--- config.mk ---
export PLATFORM = sky130hd
export DESIGN_NAME = io_oserdes_flat
export DESIGN_NICKNAME = d
export VERILOG_FILES = /design/src/rtl/io_oserdes_if.sv /design/src/rtl/io_oserdes.sv /design/src/flat_wrapper.sv
export SDC_FILE = /design/constraint.sdc
export NUM_CORES = 1
export LEC_CHECK = 0
export ABC_AREA = 1
export CAP_MARGIN = 10
export CORE_MARGIN = 2
export CORE_UTILIZATION = 60
export CTS_BUF_LIST = sky130_fd_sc_hd__clkbuf_4 sky130_fd_sc_hd__clkbuf_8
export DETAILED_ROUTE_END_ITERATION = 6
export GPL_TIMING_DRIVEN = 0
export HOLD_SLACK_MARGIN = 0.12
export PLACE_DENSITY_LB_ADDON = 0.08
export REMOVE_ABC_BUFFERS = 1
export SYNTH_ARGS = -nofsm -noshare
export SYNTH_HDL_FRONTEND = slang
export SYNTH_SLANG_ARGS = --single-unit
export TNS_END_PERCENT = 5
--- constraint.sdc ---
create_clock -name IOCLK -period 2.6 [get_ports IOCLK]
set_input_delay 0.39 -clock IOCLK [delete_from_list [all_inputs] [get_ports IOCLK]]
set_output_delay 0.39 -clock IOCLK [all_outputs]
set_load 0.02 [all_outputs]
--- src/rtl/io_oserdes_if.sv ---
// Word-in / serial-out bundle between fabric, io_oserdes and the IO block pins.
// Latency: none (wires only).
// Backpressure: DREADY from the serializer gates DVALID transfers.
interface io_oserdes_if #(
    parameter int WIDTH = 8
);
    logic [WIDTH-1:0] DIN;
    logic             DVALID;
    logic             DREADY;
    logic             OUT;
    logic             TS;
    logic             BUSY;

    // Fabric side: offers words, observes the pin and status.
    modport master (
        output DIN,
        output DVALID,
        input  DREADY,
        input  OUT,
        input  TS,
        input  BUSY
    );

    // Serializer side: accepts words, drives the pin and status.
    modport slave (
        input  DIN,
        input  DVALID,
        output DREADY,
        output OUT,
        output TS,
        output BUSY
    );
endinterface

--- src/rtl/io_oserdes.sv ---
// Parallel-to-serial pin driver, LSB first, with TS high only while a bit is driven.
// Latency: word accepted at edge N shows bit 0 on OUT/TS in cycle N+1, bit k in cycle N+1+k.
// Backpressure: one-word HOLD buffer; DREADY drops while HOLD is full, giving gapless bursts.
module io_oserdes #(
    parameter int WIDTH = 8
) (
    input  logic        IOCLK,
    input  logic        RST,
    io_oserdes_if.slave s
);
    localparam int            CW   = (WIDTH > 2) ? $clog2(WIDTH) : 1;
    localparam logic [CW-1:0] LAST = CW'(WIDTH - 1);

    typedef enum logic {
        IDLE,
        SHIFT
    } state_t;

    state_t           state_q, state_d;
    logic [WIDTH-1:0] shreg_q, shreg_d;
    logic [WIDTH-1:0] hold_q, hold_d;
    logic             hold_full_q, hold_full_d;
    logic [CW-1:0]    bitcnt_q, bitcnt_d;
    logic             out_q, ts_q;
    logic             xfer;

    // DREADY never looks at DVALID, so no combinational loop through fabric.
    assign s.DREADY = !hold_full_q && !RST;
    assign xfer     = s.DVALID && s.DREADY;
    assign s.OUT    = out_q;
    assign s.TS     = ts_q;
    assign s.BUSY   = (state_q == SHIFT);

    always_comb begin
        state_d     = state_q;
        shreg_d     = shreg_q;
        hold_d      = hold_q;
        hold_full_d = hold_full_q;
        bitcnt_d    = bitcnt_q;
        unique case (state_q)
            IDLE: begin
                if (xfer) begin
                    shreg_d  = s.DIN;
                    bitcnt_d = '0;
                    state_d  = SHIFT;
                end
            end
            SHIFT: begin
                if (bitcnt_q != LAST) begin
                    bitcnt_d = bitcnt_q + CW'(1);
                    if (xfer) begin
                        hold_d      = s.DIN;
                        hold_full_d = 1'b1;
                    end
                end else if (hold_full_q) begin
                    // DREADY is low here, so the held word cannot collide with DIN.
                    shreg_d     = hold_q;
                    hold_full_d = 1'b0;
                    bitcnt_d    = '0;
                end else if (xfer) begin
                    shreg_d  = s.DIN;
                    bitcnt_d = '0;
                end else begin
                    bitcnt_d = '0;
                    state_d  = IDLE;
                end
            end
            default: begin
                state_d = IDLE;
            end
        endcase
    end

    always_ff @(posedge IOCLK) begin
        if (RST) begin
            state_q     <= IDLE;
            shreg_q     <= '0;
            hold_q      <= '0;
            hold_full_q <= 1'b0;
            bitcnt_q    <= '0;
            out_q       <= 1'b0;
            ts_q        <= 1'b0;
        end else begin
            state_q     <= state_d;
            shreg_q     <= shreg_d;
            hold_q      <= hold_d;
            hold_full_q <= hold_full_d;
            bitcnt_q    <= bitcnt_d;
            // Pin registers carry the bit selected by the next state so OUT/TS are flop outputs.
            out_q       <= (state_d == SHIFT) ? shreg_d[bitcnt_d] : 1'b0;
            ts_q        <= (state_d == SHIFT);
        end
    end
endmodule

--- src/flat_wrapper.sv ---
// flat-port wrapper written by rule: the top's interface ports become plain ports
module io_oserdes_flat 
#(
    parameter int WIDTH = 8
)
  (IOCLK, RST, s_DIN, s_DVALID, s_DREADY, s_OUT, s_TS, s_BUSY);
  io_oserdes_if #(.WIDTH(WIDTH)) s_i ();
  input  logic IOCLK;
  input  logic RST;
  input wire logic [$bits(s_i.DIN)-1:0] s_DIN;
  input wire logic [$bits(s_i.DVALID)-1:0] s_DVALID;
  output wire logic [$bits(s_i.DREADY)-1:0] s_DREADY;
  output wire logic [$bits(s_i.OUT)-1:0] s_OUT;
  output wire logic [$bits(s_i.TS)-1:0] s_TS;
  output wire logic [$bits(s_i.BUSY)-1:0] s_BUSY;
  assign s_i.DIN = s_DIN;
  assign s_i.DVALID = s_DVALID;
  assign s_DREADY = s_i.DREADY;
  assign s_OUT = s_i.OUT;
  assign s_TS = s_i.TS;
  assign s_BUSY = s_i.BUSY;
  io_oserdes #(.WIDTH(WIDTH)) u_core (.IOCLK(IOCLK), .RST(RST), .s(s_i));
endmodule
==> results.rst, run 1 <==
.. list-table::
   :header-rows: 1

   * - Metric
     - Value
   * - Total count of hold-check failures in the final report
     - 0
   * - Power per standard cell area
     - 538 nW/um^2
   * - Gpl congestion
     - 0.809
   * - Dpl cells
     - 198
   * - Y dimension of the die
     - 47.8 um
   * - Number of buffers on the longest clock path
     - 2
   * - Maximum single-stage delay on the critical path
     - 670 ps
   * - Total grt overflow
     - 0
   * - Initial antenna violation count
     - 0
   * - Capturing instance or port of the critical path
     - s_DREADY
   * - TritonCTS buffer count
     - 3
   * - Min cycle time layout
     - 2370 ps
   * - Cell Rows
     - 15
   * - Met3 routed WL
     - 142 um
   * - Dpl hpwl
     - 1780 um
   * - Routed met1 length
     - 1060 um
   * - TritonCTS clock tree
     - done
   * - Buffers inserted during post-CTS setup optimization
     - 0
   * - Required time worst endpoint
     - 2210 ps
   * - Library cell occupying the most area in the post-synthesis netlist
     - dfxtp_1
   * - Switching portion of total power
     - 31.6%
   * - Effective utilization at floorplan
     - 65.1%
   * - FMAX
     - 0.422 GHz
   * - Number of input and output port buffers inserted
     - 14
   * - Die span in x
     - 47.8 um
   * - Share of power burned in registers
     - 53.5%
   * - Cell area after technology mapping
     - 1150 sq um
   * - Portion of the clock cycle consumed by the worst path in the final layout
     - 91.2%
   * - Main area contributors after synthesis
     - dfxtp_1, nand3_1, nor2_1
   * - Average wire length per cell after detail routing
     - 12.3 um
   * - Depth of the most critical reg-to-reg path
     - 12
   * - First-pass GRT wire length
     - 4020 um
   * - Via count normalized by instance count
     - 5.34
   * - Source-to-sink clock delay at the later pin of the worst-skew pair
     - 310 ps
   * - Largest net degree at the start of global routing
     - 23
   * - Hold WS
     - 477 ps
   * - Capture instance of the worst register-to-register path
     - u_core.s.OUT$_SDFF_PP0_
   * - Wire length on met2
     - 1240 um
   * - Portion of total power attributed to combinational logic
     - 23.9%
   * - R2r startpoint
     - u_core.bitcnt_q[0]$_SDFF_PP0_
   * - H-tree depth reported by CTS
     - 1
   * - Antenna diode instance count
     - 0
   * - Proportion of power drawn by the clock network
     - 22.6%
   * - Setup repair after global routing missed its margin
     - false
   * - Layout cell share with drive strength beyond 1
     - 7.95%
   * - Dominant register cell in the synthesized netlist
     - dfxtp_1
   * - Type of origin of the critical path
     - input pin
   * - DRC violation total after the first TritonRoute iteration
     - 36
   * - Seq cells post-synth
     - 22
   * - Part of the Yosys area used for sequential elements
     - 38.3%
   * - Final Setup Violations
     - 0
   * - Detailed-routing iteration count for the pre-antenna-repair pass
     - 4
   * - Core area
     - 1760 sq um
   * - Library cells used by synthesis
     - 22
   * - Post-synthesis cell count
     - 165
   * - Share of the synthesized area in the top cell type
     - 38.3%
   * - Warnings, synthesis
     - 0
   * - Total Routing Usage GR
     - 25.6%
   * - Fillcell total
     - 153
   * - Minimum setup slack among reg-to-reg paths
     - 760 ps
   * - Fraction of synthesis flops using an asynchronous set or reset pin
     - 0%
   * - Maximum clock skew at final layout
     - 3.96 ps
   * - Leakage power
     - 0.000562 uW
   * - Vias in the first global route
     - 948
   * - Number of nets with antenna violations after detailed routing
     - 0
   * - Crit path launch
     - RST
   * - Type of the worst min-delay path
     - register to register
   * - Layout overhead on the synthesized area
     - 13.7%
   * - Status
     - finished clean
   * - Highest metal layer used by the detailed router
     - met4
   * - Endpoint kind of the worst setup timing path
     - output pin
   * - Die outline area
     - 2280 sq um
   * - # DRC
     - 0
   * - Max-Cap Viols
     - 0
   * - Non-filler instance count after layout
     - 201
   * - Cells along the critical path
     - dlygate4sd2_1 > nor2_4 > clkdlybuf4s50_1
   * - Post-synthesis area per instance
     - 6.96 sq um
   * - Reported net switching power
     - 222 uW
   * - CP Class
     - input pin to output pin
   * - Wire length reported by the detailed router
     - 2460 um
   * - Fin. max-slew vios
     - 0
   * - Count of pins on the block boundary
     - 15
   * - Setup TNS
     - 0 ps
   * - Root buf cell
     - clkbuf_4
   * - Internal Power
     - 481 uW
   * - Total number of nets in the final design
     - 191
   * - Measured slew at the worst slew-check pin
     - 875 ps
   * - Slowest cell on the critical path
     - clkdlybuf4s50_1
   * - Peak supply drop
     - 0.000329 V
   * - Most used cells in the layout excluding fill and tap cells
     - nand3_1, nor2_1, nand2_1, dfxtp_1, inv_1
   * - Slew HR
     - 41.6%
   * - Via count of the routed design
     - 1073
   * - Worst-path clk slew
     - 120 ps
   * - Num Clock Sinks
     - 22
   * - Maximum fanout encountered on the critical timing path
     - 22
   * - Post-synth EDFFs
     - 0
   * - Endpoint arrival time on the critical path
     - 1980 ps
## Yosys cell counts, types with 2 or more instances
| cell | n |
|---|---|
| a211oi_1 | 8 |
| a21oi_1 | 15 |
| clkbuf_1 | 3 |
| dfxtp_1 | 22 |
| ha_1 | 2 |
| inv_1 | 21 |
| inv_2 | 5 |
| nand2_1 | 22 |
| nand2_2 | 2 |
| nand3_1 | 25 |
| nand3b_1 | 4 |
| nor2_1 | 25 |
| o21ai_0 | 2 |
## registers in the layout (all words and copies together) (netlist names)
register,cells
u_core.s.BUSY,1
u_core.shreg_q,8
u_core.s.OUT,1
u_core.hold_q,8
u_core.hold_full_q,1
u_core.bitcnt_q,3
## worst max-delay path: cells and delay by family
family                 cells  cell delay [ps]
and+or+nand+nor            1              400
buffers and inverters      2             1190
## power by group through the flow
stage / Sequential, uW / Clock, uW / Combinational, uW
2_1_floorplan: 388 / 0 / 102
3_3_place_gp: 382 / 0 / 164
3_5_place_dp: 384 / 0 / 168
4_1_cts: 376 / 160 / 168
5_1_grt: 379 / 170 / 189
6_report: 376 / 159 / 168
## routing by layer
metal	vias up	GRT usage, %
met5	-	0
met4	0	8.11
met3	4	4.53
met2	32	45.1
met1	481	31.4
li1	556	-
## through the flow
| stage | setup slack [ps] | area (sq um) | utilization [%] | power (uW) |
|---|---|---|---|---|
| after floorplan | 998 | 1110 | - | 490 |
| after global placement | -183 | 1280 | 72.8 | 545 |
| after detailed placement | -182 | 1280 | 72.8 | 551 |
| after CTS | 252 | 1310 | 74.0 | 703 |
| after global routing | 164 | 1310 | 74.0 | 737 |
| final | 229 | 1310 | 74.0 | 703 |
## kinds of logic after synthesis
group / synth area share (%)
adder cells (fa/ha/maj): 2.18
AND/OR/NAND/NOR: 34.2
flip-flops: 38.3
buffers and inverters: 11.9
AO/OA/AOI/OAI: 13.4
## how the worst min path moves through the flow
stage / from / slack, ps / to / cells after the start
2_1_floorplan: u_core.hold_q[0]$_SDFFE_PP0P_ / 440 / u_core.hold_q[0]$_SDFFE_PP0P_ / 2
3_3_place_gp: u_core.hold_q[1]$_SDFFE_PP0P_ / 450 / u_core.hold_q[1]$_SDFFE_PP0P_ / 2
3_5_place_dp: u_core.hold_q[0]$_SDFFE_PP0P_ / 460 / u_core.hold_q[0]$_SDFFE_PP0P_ / 2
4_1_cts: u_core.hold_q[0]$_SDFFE_PP0P_ / 480 / u_core.hold_q[0]$_SDFFE_PP0P_ / 2
5_1_grt: u_core.hold_q[0]$_SDFFE_PP0P_ / 500 / u_core.hold_q[0]$_SDFFE_PP0P_ / 2
6_report: u_core.hold_q[0]$_SDFFE_PP0P_ / 480 / u_core.hold_q[0]$_SDFFE_PP0P_ / 2
## area by class of cell
cell class	instances	area, sq um	share of cell area (%)
inverter	27	101	7.76
clock buffer	3	22.5	1.72
sequential	22	440	33.7
tap	25	31.3	2.39
multi-input combinational	110	572	43.8
timing repair buffer	14	139	10.6
## repair_timing
item                                    4_1_cts  5_1_grt
endpoints found under the setup margin        1        0
resized for setup                             1        0
hold buffers                                  0        0
Note: power is estimated with default switching activity, not from simulation.
==> inputs of run 2 (changes only) <==
--- a/config.mk
+++ b/config.mk
@@ -11,9 +11,8 @@
 export CORE_UTILIZATION = 60
 export CTS_BUF_LIST = sky130_fd_sc_hd__clkbuf_4 sky130_fd_sc_hd__clkbuf_8
 export DETAILED_ROUTE_END_ITERATION = 6
-export GPL_TIMING_DRIVEN = 0
-export HOLD_SLACK_MARGIN = 0.12
-export PLACE_DENSITY_LB_ADDON = 0.08
+export HOLD_SLACK_MARGIN = 0.02
+export PLACE_DENSITY = 0.86
 export REMOVE_ABC_BUFFERS = 1
 export SYNTH_ARGS = -nofsm -noshare
 export SYNTH_HDL_FRONTEND = slang
==> run 2 against run 1 <==
Effect of this change:
- the flow now finishes with violations (DRC)
- register-to-register slack about the same
- sequential share of layout area fell by 0.22 points
- global-route usage is 0.21 points lower
- clock-buffer cell count unchanged
- critical path depth did not move
- clock skew up 0.99 ps
- cell count increased by 0.50%
- flip-flop and latch count is the same
- critical path type unchanged
==> results.rst, run 2 (same netlist as run 1, synthesis figures left out) <==
.. list-table::
   :header-rows: 1

   * - Metric
     - Value
   * - Type of origin of the critical path
     - input pin
   * - Slew HR
     - 70.7%
   * - Initial antenna violation count
     - 0
   * - Minimum setup slack among reg-to-reg paths
     - 760 ps
   * - Largest net degree at the start of global routing
     - 22
   * - Die outline area
     - 2280 sq um
   * - Max-Cap Viols
     - 0
   * - Total count of hold-check failures in the final report
     - 0
   * - Type of the worst min-delay path
     - register to register
   * - Number of input and output port buffers inserted
     - 14
   * - Num Clock Sinks
     - 22
   * - Vias in the first global route
     - 954
   * - Final Setup Violations
     - 0
   * - Core area
     - 1760 sq um
   * - Dpl hpwl
     - 1800 um
   * - Post-place setup slack
     - 465 ps
   * - Maximum clock skew at final layout
     - 4.95 ps
   * - First-pass GRT wire length
     - 4030 um
   * - Maximum fanout encountered on the critical timing path
     - 10
   * - DRC violation total after the first TritonRoute iteration
     - 34
   * - Leakage power
     - 0.000565 uW
   * - Worst-path clk slew
     - 120 ps
   * - Die span in x
     - 47.8 um
   * - Cell Rows
     - 15
   * - Peak supply drop
     - 0.000302 V
   * - Count of pins on the block boundary
     - 15
   * - Endpoint arrival time on the critical path
     - 1740 ps
   * - H-tree depth reported by CTS
     - 1
   * - Power per standard cell area
     - 530 nW/um^2
   * - Number of nets with antenna violations after detailed routing
     - 0
   * - Total Routing Usage GR
     - 25.3%
   * - Detailed-routing iteration count for the pre-antenna-repair pass
     - 6
   * - # DRC
     - 1
   * - Gpl congestion
     - 0.871
   * - Total of hold buffers inserted after clock tree synthesis
     - 0
   * - Total grt overflow
     - 0
   * - Via count normalized by instance count
     - 5.32
   * - Most used cells in the layout excluding fill and tap cells
     - nand3_1, nor2_1, nand2_1, dfxtp_1, inv_1
   * - FMAX
     - 0.469 GHz
   * - Measured slew at the worst slew-check pin
     - 439 ps
   * - Status
     - finished, violations left
   * - Via count of the routed design
     - 1075
   * - Failing checks
     - DRC
   * - Effective utilization at floorplan
     - 65.1%
   * - Registers with the most flip-flops
     - u_core.hold_q (8), u_core.shreg_q (8), u_core.bitcnt_q (3)
   * - TritonCTS buffer count
     - 3
   * - Source-to-sink clock delay at the later pin of the worst-skew pair
     - 300 ps
   * - Setup TNS
     - 0 ps
   * - Min cycle time layout
     - 2130 ps
   * - TritonCTS clock tree
     - done
   * - Layout overhead on the synthesized area
     - 14.5%
   * - Post-cts sizing count
     - 0
   * - Antenna diode instance count
     - 0
   * - Portion of the clock cycle consumed by the worst path in the final layout
     - 82.1%
   * - Endpoint kind of the worst setup timing path
     - output pin
   * - Root buf cell
     - clkbuf_4
   * - Number of buffers on the longest clock path
     - 2
   * - Layout cell share with drive strength beyond 1
     - 8.47%
   * - Setup repair after global routing missed its margin
     - false
   * - Average wire length per cell after detail routing
     - 12.4 um
   * - CP Class
     - input pin to output pin
   * - Fin. max-slew vios
     - 0
   * - Wire length reported by the detailed router
     - 2510 um
   * - Required time worst endpoint
     - 2210 ps
   * - Buffers inserted during post-CTS setup optimization
     - 0
   * - Hold WS
     - 480 ps
   * - Y dimension of the die
     - 47.8 um
   * - Total number of nets in the final design
     - 192
   * - Worst Setup Slack, final
     - 466 ps
-- run 2: cell types whose count changed in the layout (fill, tap and decap cells not counted), sizes merged --
cell | before | now
dlygate4sd2 | 1 | 0
clkdlybuf4s50 | 13 | 14
buf | 0 | 1
-- run 2: worst max-delay path, stage by stage --
cell	delay [ps]
clkdlybuf4s50_1	460
nor2_4	240
clkdlybuf4s50_1	660
-- run 2: where the power goes --
group	internal, uW	leakage, uW	total [uW]	switching [uW]
clock network	54.0	0.0000138	152	97.6
registers	361	0.000180	376	14.9
logic	67.5	0.000371	169	102
-- run 2: final cells by class --
type                       count  area, sq um
multi-input combinational    110          572
fill                         152          449
sequential                    22          440
timing repair buffer          15          148
inverter                      27          101
tap                           25         31.3
clock buffer                   3         22.5
-- run 2: metrics by stage --
stage | instance area [sq um] | instances | total power [uW] | utilization [%]
after floorplan | 1110 | 159 | 490 | -
after global placement | 1290 | 199 | 546 | 73.3
after detailed placement | 1290 | 199 | 550 | 73.3
after CTS | 1320 | 202 | 698 | 74.5
after global routing | 1320 | 202 | 733 | 74.5
final | 1320 | 202 | 697 | 74.5
-- run 2: final timing paths --
path / from / endpoint / cells past startpoint
setup / recovery: RST / s_DREADY / 3
hold / removal: u_core.hold_q[5]$_SDFFE_PP0P_ / u_core.hold_q[5]$_SDFFE_PP0P_ / 2
setup reg to reg: u_core.bitcnt_q[0]$_SDFF_PP0_ / u_core.s.OUT$_SDFF_PP0_ / 10
hold reg to reg: u_core.hold_q[5]$_SDFFE_PP0P_ / u_core.hold_q[5]$_SDFFE_PP0P_ / 2
-- run 2: metal layers --
metal  global-route usage [%]  up-vias  wire, um
met2                     42.7       43      1200
li1                         -      557         -
met4                     10.3        0        61
met5                        0        -         0
met3                     3.77        9       155
met1                     32.4      466      1100
